**src/rtl/uart_rx_1.sv**
```systemverilog
// uart_rx_1 - 8-bit UART receiver with even parity.
//
// Frame: idle high, start bit (0), 8 data bits MSB first, even parity
// bit (XOR of the data bits), stop bit (1). The line is sampled mid-bit
// using a baud counter that runs at CLKS_PER_BIT clocks per bit.
//
// Ports:
//   clk_1        in   clock, all logic on the rising edge
//   rst_1        in   synchronous, active-high reset
//   rx_1         in   serial line, idle high
//   dout_1       out  [7:0] last received byte
//   valid_1      out  one-cycle pulse when dout_1 and the error flags update
//   parity_err_1 out  parity mismatch on the last frame
//   frame_err_1  out  stop bit sampled low on the last frame
//   busy_1       out  high whenever the receiver is not idle
//
// Optional feature macro: UART_RX_SYNC_EN
//   defined   - rx_1 passes through a two-flop synchronizer (adds 2 cycles
//               of latency)
//   undefined - rx_1 feeds the FSM directly (same clock domain as the
//               transmitter)
//
// state  | meaning
// IDLE   | waiting for the line to go low
// START  | counting to mid start bit, confirming it is still low
// DATA   | sampling the 8 data bits
// PARITY | sampling the parity bit
// STOP   | sampling the stop bit, publishing the byte
// BREAK  | stop bit was low; waiting for the line to return high

module uart_rx_1 #(
    parameter int CLKS_PER_BIT = 16
) (
    input  logic       clk_1,
    input  logic       rst_1,
    input  logic       rx_1,
    output logic [7:0] dout_1,
    output logic       valid_1,
    output logic       parity_err_1,
    output logic       frame_err_1,
    output logic       busy_1
);

    localparam int CW   = $clog2(CLKS_PER_BIT) + 1;
    localparam int HALF = (CLKS_PER_BIT - 1) / 2;
    localparam logic [CW-1:0] HALF_C = CW'(HALF);
    localparam logic [CW-1:0] LAST_C = CW'(CLKS_PER_BIT - 1);

    typedef enum logic [2:0] {
        S_IDLE, S_START, S_DATA, S_PARITY, S_STOP, S_BREAK
    } state_t;

    state_t        state, state_nx;
    logic [CW-1:0] cnt, cnt_nx;
    logic [2:0]    bit_cnt, bit_cnt_nx;
    logic [7:0]    shift_reg, shift_nx;
    logic          p_err, p_err_nx;
    logic [7:0]    dout_nx;
    logic          valid_nx, perr_nx, ferr_nx;
    logic          rx_s;

`ifdef UART_RX_SYNC_EN
    logic sync_a, sync_b;

    always_ff @(posedge clk_1) begin
        if (rst_1) begin
            sync_a <= 1'b1;
            sync_b <= 1'b1;
        end else begin
            sync_a <= rx_1;
            sync_b <= sync_a;
        end
    end

    assign rx_s = sync_b;
`else
    assign rx_s = rx_1;
`endif

    assign busy_1 = (state != S_IDLE);

    always_ff @(posedge clk_1) begin
        if (rst_1) begin
            state        <= S_IDLE;
            cnt          <= '0;
            bit_cnt      <= '0;
            shift_reg    <= '0;
            p_err        <= 1'b0;
            dout_1       <= '0;
            valid_1      <= 1'b0;
            parity_err_1 <= 1'b0;
            frame_err_1  <= 1'b0;
        end else begin
            state        <= state_nx;
            cnt          <= cnt_nx;
            bit_cnt      <= bit_cnt_nx;
            shift_reg    <= shift_nx;
            p_err        <= p_err_nx;
            dout_1       <= dout_nx;
            valid_1      <= valid_nx;
            parity_err_1 <= perr_nx;
            frame_err_1  <= ferr_nx;
        end
    end

    always_comb begin
        state_nx   = state;
        cnt_nx     = cnt;
        bit_cnt_nx = bit_cnt;
        shift_nx   = shift_reg;
        p_err_nx   = p_err;
        dout_nx    = dout_1;
        valid_nx   = 1'b0;
        perr_nx    = parity_err_1;
        ferr_nx    = frame_err_1;

        case (state)
            S_IDLE: begin
                if (!rx_s) begin
                    // With HALF==0 the start edge itself is the mid-bit point.
                    if (HALF == 0) begin
                        state_nx = S_DATA;
                        cnt_nx   = '0;
                    end else begin
                        state_nx = S_START;
                        cnt_nx   = CW'(1);
                    end
                end
            end
            S_START: begin
                if (cnt == HALF_C) begin
                    cnt_nx   = '0;
                    state_nx = rx_s ? S_IDLE : S_DATA;
                end else begin
                    cnt_nx = cnt + CW'(1);
                end
            end
            S_DATA: begin
                if (cnt == LAST_C) begin
                    shift_nx   = {shift_reg[6:0], rx_s};
                    bit_cnt_nx = bit_cnt + 3'd1;
                    cnt_nx     = '0;
                    if (bit_cnt == 3'd7) begin
                        state_nx = S_PARITY;
                    end
                end else begin
                    cnt_nx = cnt + CW'(1);
                end
            end
            S_PARITY: begin
                if (cnt == LAST_C) begin
                    p_err_nx = rx_s ^ (^shift_reg);
                    cnt_nx   = '0;
                    state_nx = S_STOP;
                end else begin
                    cnt_nx = cnt + CW'(1);
                end
            end
            S_STOP: begin
                if (cnt == LAST_C) begin
                    dout_nx  = shift_reg;
                    valid_nx = 1'b1;
                    perr_nx  = p_err;
                    ferr_nx  = ~rx_s;
                    cnt_nx   = '0;
                    // A low stop bit must not be mistaken for the next start.
                    state_nx = rx_s ? S_IDLE : S_BREAK;
                end else begin
                    cnt_nx = cnt + CW'(1);
                end
            end
            S_BREAK: begin
                if (rx_s) begin
                    state_nx = S_IDLE;
                end
            end
            default: begin
                state_nx = S_IDLE;
                cnt_nx   = '0;
            end
        endcase
    end

endmodule

```
**config.mk**
```make
export PLATFORM = sky130hd
export DESIGN_NAME = uart_rx_1
export DESIGN_NICKNAME = d
export VERILOG_FILES = /design/src/rtl/uart_rx_1.sv
export SDC_FILE = /design/constraint.sdc
export NUM_CORES = 1
export LEC_CHECK = 0
export ABC_AREA = 1
export ABC_CLOCK_PERIOD_IN_PS = 4100
export CAP_MARGIN = 20
export CORE_ASPECT_RATIO = 1.25
export CORE_MARGIN = 2
export CORE_UTILIZATION = 30
export CTS_CLUSTER_DIAMETER = 80
export DETAILED_ROUTE_END_ITERATION = 16
export PLACE_DENSITY = 0.44
export SETUP_SLACK_MARGIN = 0.3
export SLEW_MARGIN = 20
export SYNTH_ARGS = -nofsm -noshare
export SYNTH_HDL_FRONTEND = slang
export SYNTH_SLANG_ARGS = --single-unit
```
**constraint.sdc**
```tcl
create_clock -name clk_1 -period 4.1 [get_ports clk_1]
set_input_delay 0.41 -clock clk_1 [delete_from_list [all_inputs] [get_ports clk_1]]
set_output_delay 0.41 -clock clk_1 [all_outputs]
set_load 0.03 [all_outputs]
```
==> impl_metrics.py <==
metrics = {
    "sta": {
        "max_clock_freq_mhz": 458,
        "final_min_period_over_clock_period_pct": 53.2,
        "worstMarginPinSlew_ps": 671,
        "hold_viol": 0,
        "setup_viol": 0,
        "min_period_ps": 2180,
        "setup-tns-final_ps": 0,
        "rsz0062_at_grt": "no",
        "worst_clock_skew_ps": 6.19,
        "max_slew_margin_pct": 55.2,
        "drv_slew": 0,
    },
    "place": {
        "numPlacedInstances": 294,
        "portBuffers": 14,
        "dp_hpwl_um": 2430,
        "place_congestion": 0.773,
    },
    "clocking": {
        "cts.sink_count": 31,
        "postCtsHoldBufs": 0,
        "postCtsResizedCells": 0,
        "clk_latency_ps": 280,
        "clock_tree_from_tritoncts": "done",
        "clk_path_buf_depth": 2,
        "post_cts_buffers": 0,
        "ctsRootBufferMaster": "clkbuf_8",
        "cts-buffers-inserted": 5,
        "clk_pin_slew_ps": 60,
        "cts_htree_levels": 2,
    },
    "logic_synthesis": {
        "netlist_instances": 224,
        "yosys_synthesis_warning_count": 0,
        "synth.cell_area_um2": 1580,
        "synth_area_per_cell_um2": 7.07,
        "synth_fp_nets": 232,
        "synthDistinctLibCells": 30,
        "yosys_register_bits": 31,
        "yosysSeqAreaShare_pct": 39.2,
    },
    "cells_and_area": {
        "most_frequent_standard_cell_in_the_layout_excluding_fill_and_tap_cells": "nand2_1",
        "final-instance-count-excl-fill": 301,
        "multiInputGateArea_um2": 808,
        "insertedDiodeCount": 0,
        "fill_cells": 562,
        "layout_common_cells": "nand2_1 (52), dfxtp_1 (31), inv_1 (28)",
        "syn2layout_area_growth_pct": 17.2,
        "layout.area.seq_um2": 621,
        "post_route_cells_drive_above_1_share_pct": 11.3,
        "final_net_count": 247,
    },
    "detailed_routing": {
        "drt-vias-per-instance": 4.57,
        "drt_first_pass_iters": 6,
        "final_antenna_net_count": 0,
        "totalWireLength_um": 3480,
        "drt_first_iter_violations": 76,
        "vias": 1375,
        "drt-wirelength-per-cell_um": 11.6,
        "drcViolationCount": 0,
    },
    "worst_setup_path": {
        "timing.setup.critical_path_class": "register to output pin",
        "rr_worst_depth": 6,
        "worst_setup_path_end_kind": "output pin",
        "critical_path_fanouts_max": 8,
        "cp-start-kind": "register",
        "crit_arrival_ps": 1770,
        "required_ps": 3690,
    },
    "floorplan": {
        "ios": 15,
        "fp.dieArea_um2": 5880,
        "die_w_um": 69.0,
        "core-area_um2": 5080,
        "die_h_um": 85.2,
        "rows": 29,
        "initial_utilization_pct": 31.2,
    },
    "global_route": {
        "pin_count_of_the_biggest_net_entering_global_routing": 25,
        "number_of_antenna_violations_at_the_first_check_in_global_routing": 0,
        "grt_use_met1_pct": 16.5,
        "number_of_global_route_vias_before_repair": 1310,
        "grt_use_met3_pct": 3.58,
        "global_route.usage.total_pct": 13.6,
        "groute.layer.met2.usage_pct": 22.6,
        "grt_overflow_total": 0,
        "grt.busiest_layer": "met2",
        "wire_length_of_the_first_global_routing_pass_um": 5960,
    },
    "power_and_ir_drop": {
        "power.leakage_nw": 0.824,
        "p_per_area_nw_per_um2": 463,
        "irDropWorstVdd_uv": 176,
    },
    "outcome": {
        "status": "finished clean",
    },
    "run": {
        "maxCapViolations": 0,
    },
    "min_path": {
        "min_delay_path_depth": 2,
        "hold_path.class": "register to register",
    },
}
==> power by group <==
group | switching [mW] | internal (mW)
clock | 0.111 | 0.132
sequential | 0.0346 | 0.321
combinational | 0.170 | 0.0919
==> kinds of logic (layout without fill, tap and decap cells) <==
| logic type | count (synthesis) | in the layout | synth area share (%) |
|---|---|---|---|
| xor gates and xnor gates | 2 | 2 | 1.11 |
| adders and majority gates | 5 | 5 | 3.95 |
| buffers and inverters | 38 | 53 | 9.72 |
| and+or+nand+nor | 93 | 93 | 26.9 |
| DFF | 31 | 31 | 39.2 |
| AOI/OAI and AO/OA | 55 | 55 | 19.1 |
==> cells in the mapped netlist <==
library cell,number,share of area (%)
o21ai_2,3,1.7
xnor2_1,1,0.55
o21ai_0,20,6.3
clkinv_2,1,0.32
a21oi_2,2,1.1
nor2_1,18,4.3
nor2_2,1,0.40
a21oi_1,21,6.6
buf_6,1,0.71
nor3_2,2,1.3
nand2_2,3,1.2
o21bai_1,1,0.47
ha_1,5,4.0
buf_2,2,0.63
clkbuf_1,3,0.71
xor2_1,1,0.55
o22ai_1,1,0.40
nor2_4,2,1.4
dfxtp_1,31,39
o21ai_1,5,1.6
nand2_4,1,0.71
inv_2,3,0.71
nand2_1,52,12
nand3_4,1,1.1
inv_1,28,6.6
a31oi_1,1,0.40
a31o_2,1,0.55
nor3_1,3,0.95
nand3_1,9,2.8
nand4_1,1,0.40
==> layout make-up <==
class / count / area share (%)
Sequential cell: 31 / 33.4
Clock buffer: 6 / 4.45
Tap cell: 62 / 4.18
Inverter: 32 / 6.54
Multi-Input combinational cell: 155 / 43.6
Clock inverter: 1 / 0.270
Timing Repair Buffer: 14 / 7.55
==> critical path: stages, from the launching register on <==
cell,delay [ps]
dfxtp_1,500
inv_2,80
nand2_2,100
nor2_2,70
inv_1,90
clkdlybuf4s50_1,660
==> through the flow <==
stage                     utilization [%]  power (mW)  hold WS, ps  worst slack (ps)  area [um2]
after global placement               34.8       0.635          464              2110        1770
after detailed placement             34.8       0.626          464              2070        1770
after floorplan                         -       0.560          430              2770        1580
after CTS                            36.5       0.877          474              1900        1860
final                                36.5       0.860          469              1920        1860
after global routing                 36.5       0.924          510              1770        1860
==> metal layers <==
metal  wire [um]  vias to the layer above
li1            -                      747
met1        1600                      606
met2        1710                       16
met3          99                        6
met4          63                        0
met5           0                        -
==> final timing paths <==
check	slack, ps	from	to
setup reg to reg	2240	cnt[0]	shift_reg[7]
hold / removal	470	bit_cnt[0]	bit_cnt[0]
setup / recovery	1920	state[2]	busy_1
hold reg to reg	470	bit_cnt[0]	bit_cnt[0]
Power figures use the tool's default switching activity.
